File: src/rtl/instruction_decoder_pkg.sv
// Shared definitions for the instruction decoder.
// Contents: instruction type codes, ALU and branch condition codes,
// accelerator command codes, architectural register-address constants,
// and the packed struct that carries one complete decode result.
package instruction_decoder_pkg;

    // Instruction type field instr[31:29]
    localparam logic [2:0] TYPE_ALU_I  = 3'b000;
    localparam logic [2:0] TYPE_ALU_R  = 3'b001;
    localparam logic [2:0] TYPE_LOAD   = 3'b010;
    localparam logic [2:0] TYPE_BRANCH = 3'b011;
    localparam logic [2:0] TYPE_SYS    = 3'b111;

    // funct6 values selecting the two defined TYPE_SYS operations
    localparam logic [5:0] FUNCT6_JUMP  = 6'b000_111;
    localparam logic [5:0] FUNCT6_ACCEL = 6'b111_111;

    // ALU operation codes (the decoder only forwards these)
    localparam logic [2:0] ALU_MUL = 3'b000;
    localparam logic [2:0] ALU_SUB = 3'b001;
    localparam logic [2:0] ALU_AND = 3'b010;
    localparam logic [2:0] ALU_SLL = 3'b011;
    localparam logic [2:0] ALU_ADD = 3'b100;
    localparam logic [2:0] ALU_SRL = 3'b101;
    localparam logic [2:0] ALU_OR  = 3'b110;
    localparam logic [2:0] ALU_XOR = 3'b111;

    // Branch condition codes; 110/111 never take the branch
    localparam logic [2:0] BR_BEQ  = 3'b000;
    localparam logic [2:0] BR_BNE  = 3'b001;
    localparam logic [2:0] BR_BLT  = 3'b010;
    localparam logic [2:0] BR_BGE  = 3'b011;
    localparam logic [2:0] BR_BLTU = 3'b100;
    localparam logic [2:0] BR_BGEU = 3'b101;

    // Accelerator command codes, instr[9:6]
    localparam logic [3:0] ACC_DECODE_LAYER       = 4'd0;
    localparam logic [3:0] ACC_COMPUTE_GRID       = 4'd1;
    localparam logic [3:0] ACC_DECODE_LAYER_INFO  = 4'd2;
    localparam logic [3:0] ACC_COMPUTE_IFMAP      = 4'd3;
    localparam logic [3:0] ACC_SEND_LAYER_INFO    = 4'd4;
    localparam logic [3:0] ACC_LOAD_WEIGHTS       = 4'd5;
    localparam logic [3:0] ACC_LOAD_BIAS          = 4'd6;
    localparam logic [3:0] ACC_SEND_SYSTOLIC_DATA = 4'd7;
    localparam logic [3:0] ACC_SET_IFMAP_O        = 4'd8;
    localparam logic [3:0] ACC_SEND_OPTIMAL_MOVE  = 4'd9;
    localparam int         ACC_NUM_CMDS           = 10;

    // Architectural register addresses
    localparam logic [7:0] REG_ZERO              = 8'h00;
    localparam logic [7:0] REG_LAYER_CURRENT_NUM = 8'h08;
    localparam logic [7:0] REG_LAYER_INFO        = 8'h0B;
    localparam logic [7:0] REG_WEIGHT_HEIGHT     = 8'h0C;
    localparam logic [7:0] REG_WEIGHT_WIDTH      = 8'h0D;
    localparam logic [7:0] REG_WEIGHT_LENGTH     = 8'h15;
    localparam logic [7:0] REG_DNN_OUT           = 8'h17;

    // One complete decode result; accel bit i is command code i.
    typedef struct packed {
        logic [7:0]  src1_addr;
        logic [7:0]  src2_addr;
        logic [11:0] immediate;
        logic [7:0]  rd_addr;
        logic [2:0]  alu_funct;
        logic [2:0]  br_funct;
        logic        pc_sel;
        logic        jump_sel;
        logic        src2_sel;
        logic        wrd_sel;
        logic        wrd_en;
        logic [ACC_NUM_CMDS-1:0] accel;
    } decode_t;

endpackage

File: src/rtl/instruction_decoder_comb.sv
// Combinational decode of one 32-bit instruction word into a decode_t.
// Ports:
//   instr  - instruction word
//   dec    - decode result (to be registered by the parent)
// Every field not used by the decoded type is left at zero; unknown
// types and unlisted TYPE_SYS functions produce an all-zero NOP.
module instr_decode_comb
    import instruction_decoder_pkg::*;
(
    input  logic [31:0] instr,
    output decode_t     dec
);

    logic [2:0]  itype;
    logic [5:0]  funct6;
    logic [7:0]  rs1_addr;
    logic [7:0]  rs2_addr;
    logic [7:0]  rd_addr;
    logic [11:0] imm_i;
    logic [11:0] imm_b;
    logic [3:0]  acc_code;

    assign itype    = instr[31:29];
    assign funct6   = instr[28:23];
    assign rs1_addr = {3'b000, instr[22:18]};
    assign rs2_addr = {3'b000, instr[17:13]};
    assign rd_addr  = {2'b00, instr[5:0]};
    assign imm_i    = instr[17:6];
    assign imm_b    = instr[11:0];
    assign acc_code = instr[9:6];

    always_comb begin
        dec = '0;
        unique case (itype)
            TYPE_ALU_I: begin
                dec.src1_addr = rs1_addr;
                dec.immediate = imm_i;
                dec.rd_addr   = rd_addr;
                dec.alu_funct = funct6[5:3];
                dec.src2_sel  = 1'b1;
                dec.wrd_en    = 1'b1;
            end
            TYPE_ALU_R: begin
                dec.src1_addr = rs1_addr;
                dec.src2_addr = rs2_addr;
                dec.rd_addr   = rd_addr;
                dec.alu_funct = funct6[5:3];
                dec.wrd_en    = 1'b1;
            end
            TYPE_LOAD: begin
                // Address is rs1 + imm, so the ALU is forced to ADD.
                dec.src1_addr = rs1_addr;
                dec.immediate = imm_i;
                dec.rd_addr   = rd_addr;
                dec.alu_funct = ALU_ADD;
                dec.src2_sel  = 1'b1;
                dec.wrd_sel   = 1'b1;
                dec.wrd_en    = 1'b1;
            end
            TYPE_BRANCH: begin
                dec.src1_addr = rs1_addr;
                dec.src2_addr = rs2_addr;
                dec.immediate = imm_b;
                dec.br_funct  = funct6[5:3];
                dec.pc_sel    = 1'b1;
            end
            TYPE_SYS: begin
                if (funct6 == FUNCT6_JUMP) begin
                    dec.immediate = imm_b;
                    dec.pc_sel    = 1'b1;
                    dec.jump_sel  = 1'b1;
                end else if (funct6 == FUNCT6_ACCEL) begin
                    // One-hot strobe; codes 10..15 are reserved and idle.
                    if (acc_code < 4'(ACC_NUM_CMDS)) begin
                        dec.accel = ACC_NUM_CMDS'(1) << acc_code;
                    end
                end
            end
            default: dec = '0;
        endcase
    end

endmodule

File: src/rtl/instruction_decoder.sv
// Registered instruction decoder. Decode of instr sampled at a rising
// edge appears on the outputs after that edge (1-cycle latency).
// Ports:
//   clk, rst           - clock, synchronous active-high reset (clears all outputs)
//   instr              - 32-bit instruction word
//   src1/src2_addr     - register read addresses
//   immediate          - decoded 12-bit immediate
//   rd_addr            - writeback address
//   alu_funct/br_funct - ALU op and branch condition
//   pc_sel, jump_sel, src2_sel, wrd_sel, wrd_en - control strobes
//   decode_layer .. send_optimal_move - one-hot accelerator commands
module instruction_decoder
    import instruction_decoder_pkg::*;
(
    input  logic        clk,
    input  logic        rst,
    input  logic [31:0] instr,
    output logic [7:0]  src1_addr,
    output logic [7:0]  src2_addr,
    output logic [11:0] immediate,
    output logic [7:0]  rd_addr,
    output logic [2:0]  alu_funct,
    output logic [2:0]  br_funct,
    output logic        pc_sel,
    output logic        jump_sel,
    output logic        src2_sel,
    output logic        wrd_sel,
    output logic        wrd_en,
    output logic        decode_layer,
    output logic        compute_grid,
    output logic        decode_layer_info,
    output logic        compute_ifmap,
    output logic        send_layer_info,
    output logic        load_weights,
    output logic        load_bias,
    output logic        send_systolic_data,
    output logic        set_ifmap_o,
    output logic        send_optimal_move
);

    decode_t dec_next;
    decode_t dec_q;

    instr_decode_comb u_decode (
        .instr (instr),
        .dec   (dec_next)
    );

    always_ff @(posedge clk) begin
        if (rst) begin
            dec_q <= '0;
        end else begin
            dec_q <= dec_next;
        end
    end

    assign src1_addr          = dec_q.src1_addr;
    assign src2_addr          = dec_q.src2_addr;
    assign immediate          = dec_q.immediate;
    assign rd_addr            = dec_q.rd_addr;
    assign alu_funct          = dec_q.alu_funct;
    assign br_funct           = dec_q.br_funct;
    assign pc_sel             = dec_q.pc_sel;
    assign jump_sel           = dec_q.jump_sel;
    assign src2_sel           = dec_q.src2_sel;
    assign wrd_sel            = dec_q.wrd_sel;
    assign wrd_en             = dec_q.wrd_en;
    assign decode_layer       = dec_q.accel[ACC_DECODE_LAYER];
    assign compute_grid       = dec_q.accel[ACC_COMPUTE_GRID];
    assign decode_layer_info  = dec_q.accel[ACC_DECODE_LAYER_INFO];
    assign compute_ifmap      = dec_q.accel[ACC_COMPUTE_IFMAP];
    assign send_layer_info    = dec_q.accel[ACC_SEND_LAYER_INFO];
    assign load_weights       = dec_q.accel[ACC_LOAD_WEIGHTS];
    assign load_bias          = dec_q.accel[ACC_LOAD_BIAS];
    assign send_systolic_data = dec_q.accel[ACC_SEND_SYSTOLIC_DATA];
    assign set_ifmap_o        = dec_q.accel[ACC_SET_IFMAP_O];
    assign send_optimal_move  = dec_q.accel[ACC_SEND_OPTIMAL_MOVE];

endmodule

File: config.mk
export PLATFORM = sky130hd
export DESIGN_NAME = instruction_decoder
export DESIGN_NICKNAME = d
export VERILOG_FILES = /design/src/rtl/instruction_decoder_pkg.sv /design/src/rtl/instruction_decoder_comb.sv /design/src/rtl/instruction_decoder.sv
export SDC_FILE = /design/constraint.sdc
export NUM_CORES = 1
export LEC_CHECK = 0
export ABC_AREA = 1
export BUFFER_PORTS_ARGS = -buffer_cell sky130_fd_sc_hd__buf_2
export CAP_MARGIN = 20
export CELL_PAD_IN_SITES_DETAIL_PLACEMENT = 2
export CELL_PAD_IN_SITES_GLOBAL_PLACEMENT = 2
export CORE_MARGIN = 2
export CORE_UTILIZATION = 24
export CTS_BUF_LIST = sky130_fd_sc_hd__clkbuf_4 sky130_fd_sc_hd__clkbuf_8
export CTS_CLUSTER_DIAMETER = 40
export CTS_CLUSTER_SIZE = 28
export DETAILED_ROUTE_END_ITERATION = 6
export PLACE_DENSITY_LB_ADDON = 0.1
export SETUP_SLACK_MARGIN = 0.3
export SLEW_MARGIN = 0
export SYNTH_ARGS = -nofsm -noshare
export SYNTH_HDL_FRONTEND = slang
export SYNTH_SLANG_ARGS = --single-unit
File: constraint.sdc
create_clock -name clk -period 1.1 [get_ports clk]
set_clock_uncertainty 0.15 [all_clocks]
set_input_delay 0.055 -clock clk [delete_from_list [all_inputs] [get_ports clk]]
set_output_delay 0.055 -clock clk [all_outputs]
set_load 0.005 [all_outputs]
After elaboration in Yosys (flattened, before gate mapping)
Index checks and enable logic that the tools add are counted.

cells by class
  $lt $le $gt $ge = 1
  shifts and indexed selects = 1
  muxes and demuxes = 8
  bitwise operators = 6
  reduce and logical (&&, ||, !) cells = 11
  eq/ne operators = 6

operators by type and width
  kind                  number
  $pmux 12 s3           1
  $pmux 9 s2            1
  $reduce_or 2->1       7
  $mux 12               1
  $shl 1x4->10 const A  1
  $eq 3x2->1 const B    2
  $eq 6x3->1 const B    1
  $eq 6x6->1 const B    1
  $not 1->1             6
  $reduce_or 5->1       1
  $lt 4x4->1 const B    1
  $reduce_or 4->1       1
  $eq 3x1->1 const B    1
  $eq 3x3->1 const B    1
  $logic_not 3->1       1
  $mux 1                3
  $reduce_or 3->1       1
  $mux 2                1
  $pmux 1 s2            1

word-level totals
  output and inout port bits = 57
  register bits = 57
  word-level logic and storage cells = 47
  input port bits = 34

Depth between registers and ports, before layout
Gate-level depths: netlist (run 1).

  depth in word-level cells = 4
  mapped depth = 8
  gate-level depth less buffers = 7

Modules after synthesis
From an unflattened synthesis (run 1), not the netlist that was laid out.

second synthesis, totals
  cells, all modules = 330
  area total of the unflattened synthesis = 2,319.7 um2

by module, submodules not included
  module               sequential area each (um2)  times used  area an instance (um2)  cells an instance
  instruction_decoder  1,141.1                     1           1,624.1                 177
  instr_decode_comb    0.0                         1           695.7                   153

Least setup slack after synthesis (run 1)
No wires, ideal clock.

  kind = input port to flip-flop
  start point = input instr[27]
  end point = register dec_q (netlist bit immediate[10])
  required time = 894 ps
  stages on the path = 8
  arrival = 775 ps
  library setup time = 56 ps
  setup slack = 119 ps
  path buffers = 1
  cells stage by stage = inv_1 -> nand2_1 -> nor2_1 -> buf_2 -> nand4_1 -> nand3_1 -> nand2_1 -> inv_1

on the way
  word-level cells in the longest chain between the ends = 3

RTL lines
  element                 RTL line                        text
  start: declaration      instruction_decoder.sv:17       input logic [31:0] instr,
  $eq 6x3->1              instruction_decoder_comb.sv:68  if (funct6 == FUNCT6_JUMP) begin
  $mux 12                 instruction_decoder_comb.sv:68
  $pmux 12 s3             instruction_decoder_comb.sv:34  unique case (itype)
  end signal: assignment  instruction_decoder.sv:53       dec_q <= dec_next;
  end: declaration        instruction_decoder.sv:42       decode_t dec_q;

No other way between the ends.
A chain may end at the register's enable or synchronous reset.

Worst setup path in the final report (run 1)
  start point = register dec_q (netlist bit immediate[0])
  end point = output immediate[0]

RTL lines
  element           RTL line                   text
  end: declaration  instruction_decoder.sv:20  output logic [11:0] immediate,

No word-level cell between the ends.

==> flow_summary.json, run 1 <==
{
  "outcome": "complete, but fails checks",
  "violations": "negative hold slack",
  "cts.path.max_buffers": 2,
  "io_pins": 91,
  "swShare_pct": 26.3,
  "fmax_mhz": 1060,
  "grt_pass1_vias": 2046,
  "rsz0062_at_grt": "yes",
  "cp-start-kind": "flip-flop",
  "worst_hold_slack_ns": -0.147,
  "synth.area.top_cells": "dfxtp_1 (54%), nand2_1 (11%), nor2_1 (8.4%)",
  "synth-seq-area-share_pct": 53.8,
  "grt_pass1_wl_um": 10200,
  "startpoint": "immediate[0]",
  "grt_util_all_layers_pct": 15.4,
  "die_w_um": 91.1,
  "hpwl_um": 4350,
  "power.density_nw_per_um2": 1130,
  "ys_ff_latch": 49,
  "max_stage_delay_ns": 0.33,
  "path_class": "flip-flop to output pin",
  "post_drt_via_cell_ratio": 4.29,
  "arrival_ns": 0.73,
  "cp_data_required_time_ns": 0.89,
  "gr-total-overflow": 0,
  "die-area_um2": 8300,
  "start_util_pct": 25.0,
  "area_growth_pct": 66.0,
  "power.switching_uw": 900,
  "die_h_um": 91.1,
  "hp-class": "input port to flip-flop",
  "drtIter0Drc": 47,
  "final_common_cell": "buf_2",
  "grt_antenna_before_repair": 0,
  "syn_inst": 240,
  "ys_types": 19,
  "routedWlPerCell_um": 13.9,
  "endpoint": "immediate[0]",
  "finalInstanceArea_um2": 3020,
  "worst_setup_path_end_kind": "output pin",
  "finalPower_uw": 3420,
  "globalplace.congestion": 0.776,
  "yosys.area.top_type_share_pct": 53.8,
  "path_cells": "buf_6",
  "crit_buf_inv": 1,
  "wl_um": 6330,
  "place_area_um2": 2510,
  "grt_max_degree": 16,
  "slew_violations": 0,
  "yosys.area.top_type": "dfxtp_1",
  "finalNetCount": 391,
  "numClockSinks": 49,
  "drc": 0,
  "antenna_left": 0,
  "combPwrFrac_pct": 16.2,
  "hold_viol_final": 24,
  "synth.cell_area_um2": 1820,
  "rows": 31,
  "drive_gt1_share_pct": 42.7,
  "yosysWarnings": 0,
  "final_cell_mix": "buf_2 (68), nand2_1 (45), dfxtp_1 (37)",
  "setup_viol": 0,
  "path_max_fanout": 1,
  "drt_first_pass_iters": 4,
  "core_area_um2": 7290,
  "cp_top_family": "flip-flops",
  "antenna_cells": 0,
  "seq_power_share_pct": 53.4,
  "cts_tree": "built",
  "period_share_pct": 85.4,
  "avgSynthCellArea_um2": 7.59,
  "port_buffers": 82,
  "cts_made_buffers": 5,
  "critical_path_depth": 1,
  "crit_slowest_cell": "dfxtp_2",
  "leakagePower_uw": 0.00164,
  "vdd_ir_drop_max_mv": 0.480,
  "post-route-min-period_ns": 0.939,
  "clkTransAtPathRegs_ns": 0.09,
  "drv_cap": 0,
  "htree_levels": 2,
  "hold_depth": 2,
  "pwr-share-clk_pct": 30.4,
  "internal_power_uw": 2520,
  "vias": 1959,
  "cts-root-buf": "clkbuf_8"
}
==> cells by family after synthesis <==
logic type | after synthesis | share of synthesized area [%]
and+or+nand+nor | 130 | 30.7
buffers and inverters | 57 | 14.2
DFF | 49 | 53.8
AOI/OAI and AO/OA | 3 | 1.03
other | 1 | 0.206
==> routing by layer <==
metal	global-route usage, %	routed length [um]	vias up
met1	18.7	2650	950
li1	-	-	945
met2	27.4	3260	58
met3	3.65	359	6
met5	0	0	-
met4	3.79	65	0
==> power groups by stage <==
stage	clock network (uW)	registers, uW	logic (uW)
after floorplan	0	1870	196
after global placement	0	1860	406
after detailed placement	0	1860	417
after CTS	1090	1820	515
after global routing	1160	1830	611
final	1040	1830	552
==> state kept, by name (all words and copies together), names as in the netlist <==
| signal | count |
|---|---|
| decode_layer | 1 |
| rd_addr | 6 |
| send_optimal_move | 1 |
| src2_addr | 5 |
| compute_grid | 1 |
| send_systolic_data | 1 |
| send_layer_info | 1 |
| wrd_sel | 1 |
| src2_sel | 1 |
| decode_layer_info | 1 |
| jump_sel | 1 |
| load_weights | 1 |
| immediate | 12 |
| compute_ifmap | 1 |
| alu_funct | 3 |
| br_funct | 3 |
| src1_addr | 5 |
| wrd_en | 1 |
| load_bias | 1 |
| set_ifmap_o | 1 |
| pc_sel | 1 |
==> timing repair <==
action                                  in CTS  in global routing
resized for setup                           26                 43
hold buffers                                17                  6
pin swaps                                    8                 13
setup buffers                                0                  0
endpoints found under the hold margin       45                 28
gates cloned                                 2                  1
endpoints found under the setup margin      69                 77
==> how the worst min path moves through the flow <==
stage,start,endpoint
2_1_floorplan,instr[29],src2_sel
6_report,instr[31],pc_sel
3_3_place_gp,instr[20],src1_addr[2]
4_1_cts,instr[31],pc_sel
3_5_place_dp,instr[19],src1_addr[1]
5_1_grt,instr[31],pc_sel
==> Yosys cell counts, drive strengths merged <==
cell and instances:
buf 13, inv 42, nand4 14, clkbuf 2, a21oi 2, nor2 44
nand3 14, nand2 53, conb 1, o21ai 1, nor3 3, dfxtp 49
or2 2
==> area by class of cell <==
cell class	instances	area (um^2)
fill	896	4270
sequential	49	996
timing repair buffer	116	862
multi-input combinational	143	788
inverter	42	168
tap	99	124
clock buffer	5	68.8
clock inverter	3	17.5
==> metrics by stage <==
stage / instances / setup TNS, ns / utilization (%) / setup WS, ns
finish: 457 / 0 / 41.5 / 0.161
CTS: 457 / 0 / 39.5 / 0.137
global placement: 430 / -2.03 / 34.5 / -0.117
global route: 457 / 0 / 41.5 / 0.126
floorplan: 247 / 0 / - / 0.250
detailed placement: 430 / -2.84 / 34.5 / -0.173
Power figures use the tool's default switching activity.
==> run 2: changes to the inputs <==
--- a/config.mk
+++ b/config.mk
@@ -16,6 +16,7 @@
 export CTS_CLUSTER_DIAMETER = 40
 export CTS_CLUSTER_SIZE = 28
 export DETAILED_ROUTE_END_ITERATION = 6
+export GPL_TIMING_DRIVEN = 0
 export PLACE_DENSITY_LB_ADDON = 0.1
 export SETUP_SLACK_MARGIN = 0.3
 export SLEW_MARGIN = 0
==> run 2 against run 1 <==
Against the previous run: the flow still finishes with violations (negative hold slack); first-iteration DRC count is 36% lower; global-route usage is 0.40 points lower; sequential share of layout area fell by 2.0 points; die area unchanged; critical endpoint is now immediate[7].
==> flow_summary.json, run 2 (same netlist as run 1, synthesis figures left out) <==
{
  "dpl_worst_slack_ns": -0.154,
  "slew_violations": 0,
  "area_growth_pct": 77.9,
  "critical_path_depth": 6,
  "post-route-min-period_ns": 0.966,
  "final_cell_mix": "buf_2 (61), nand2_1 (39), inv_1 (33), nor2_1 (33), dfxtp_1 (33)",
  "power.density_nw_per_um2": 1220,
  "start_util_pct": 25.0,
  "endpoint": "immediate[7]",
  "startpoint": "instr[13]",
  "core_area_um2": 7290,
  "rsz0062_at_grt": "yes",
  "period_share_pct": 87.8,
  "grt_max_degree": 16,
  "post_drt_via_cell_ratio": 4.23,
  "grt_pass1_wl_um": 9940,
  "nFillCells": 867,
  "antenna_cells": 0,
  "die_w_um": 91.1,
  "path_cells": "buf_2 -> dlygate4sd3_1 -> nand2_1 -> nand3_2 -> nand2_4 -> inv_2",
  "finalNetCount": 400,
  "fmax_mhz": 1040,
  "drive_gt1_share_pct": 48.5,
  "max_stage_delay_ns": 0.59,
  "cts_made_buffers": 5,
  "cp_top_family": "buffers and inverters",
  "path_class": "input port to flip-flop",
  "rows": 31,
  "path_max_fanout": 2,
  "setup_viol": 0,
  "cts.path.max_buffers": 2,
  "outcome": "complete, but fails checks",
  "fin_setup_tns_ns": 0,
  "port_buffers": 81,
  "die-area_um2": 8300,
  "cp_data_required_time_ns": 1.16,
  "violations": "negative hold slack",
  "hold_start": "rst",
  "gr-total-overflow": 0,
  "crit_buf_inv": 3,
  "drv_cap": 0,
  "cp-start-kind": "input port",
  "grt_util_all_layers_pct": 15.0,
  "wl_um": 6590,
  "hold_viol_final": 30,
  "drtIter0Drc": 30,
  "grt_antenna_before_repair": 0,
  "htree_levels": 2,
  "numClockSinks": 49,
  "cts_tree": "built",
  "cts-root-buf": "clkbuf_8",
  "io_pins": 91,
  "globalplace.congestion": 0.726,
  "hp-class": "input port to flip-flop",
  "crit_slowest_cell": "dlygate4sd3_1",
  "leakagePower_uw": 0.00174,
  "routedWlPerCell_um": 14.1,
  "worst_slack_ns": 0.134,
  "die_h_um": 91.1,
  "drt_first_pass_iters": 4,
  "grt_pass1_vias": 2046,
  "worst_setup_path_end_kind": "flip-flop",
  "drc": 0,
  "largest_reg_flops": 12,
  "clkTransAtPathRegs_ns": 0.10,
  "vias": 1971,
  "arrival_ns": 1.02,
  "vdd_ir_drop_max_mv": 0.555,
  "worst_hold_slack_ns": -0.212,
  "final_common_cell": "buf_2",
  "antenna_left": 0,
  "hpwl_um": 4410
}
[run 2: changes by cell type in the layout (fill, tap and decap cells not counted), sizes merged]
cell,before,now
buf,99,108
bufinv,0,2
clkbuf,6,7
clkinv,2,1
clkinvlp,1,0
dlygate4sd3,12,15
dlymetal6s4s,4,2
nand2,54,53
o21ai,2,1
[run 2: per-layer routing]
metal | vias up | global-route usage [%] | wire length, um
li1 | 957 | - | -
met1 | 955 | 17.3 | 2580
met2 | 54 | 27.4 | 3610
met3 | 5 | 3.32 | 324
met4 | 0 | 4.92 | 72
met5 | - | 0 | 0
[run 2: final cells by class]
class	count	area, um^2	area share [%]
plain buffers	15	134	4.13
clock buffers	5	68.8	2.12
clock inverters	3	65.1	2.01
inverters	42	173	5.33
multi-input cells	141	820	25.3
flip-flops and latches	49	1000	30.9
well taps	99	124	3.82
repair buffers	112	856	26.4
[run 2: power breakdown]
group	leakage [uW]	switching, uW	internal (uW)	total, uW
logic	0.00126	305	301	606
registers	0.000406	10.6	1820	1830
clock network	0.0000681	616	904	1520
[run 2: per-stage QoR]
step / instance area, um^2 / power, uW / std cells / util [%]
2_1_floorplan: 1930 / 2070 / 247 / -
3_5_place_dp: 2460 / 2270 / 427 / 33.8
6_report: 3240 / 3950 / 466 / 44.4
3_3_place_gp: 2460 / 2250 / 427 / 33.8
4_1_cts: 2940 / 3890 / 459 / 40.3
5_1_grt: 3240 / 4150 / 466 / 44.4
[run 2: what timing repair did]
| item | CTS | global route |
|---|---|---|
| setup endpoints to repair | 72 | 84 |
| gates cloned | 1 | 3 |
| endpoints found under the hold margin | 48 | 36 |
| hold buffers | 19 | 8 |
| setup buffers | 4 | 6 |
| pin swaps | 11 | 27 |
| resized for setup | 34 | 83 |
[run 2: how the worst min path moves through the flow]
stage                    to  slack, ns  cells after the start
2_1_floorplan      src2_sel      -0.02                      1
6_report           jump_sel      -0.21                      2
4_1_cts            src2_sel      -0.19                      2
3_3_place_gp   src1_addr[2]       0.12                      3
3_5_place_dp   src1_addr[4]       0.13                      3
5_1_grt            jump_sel      -0.22                      2
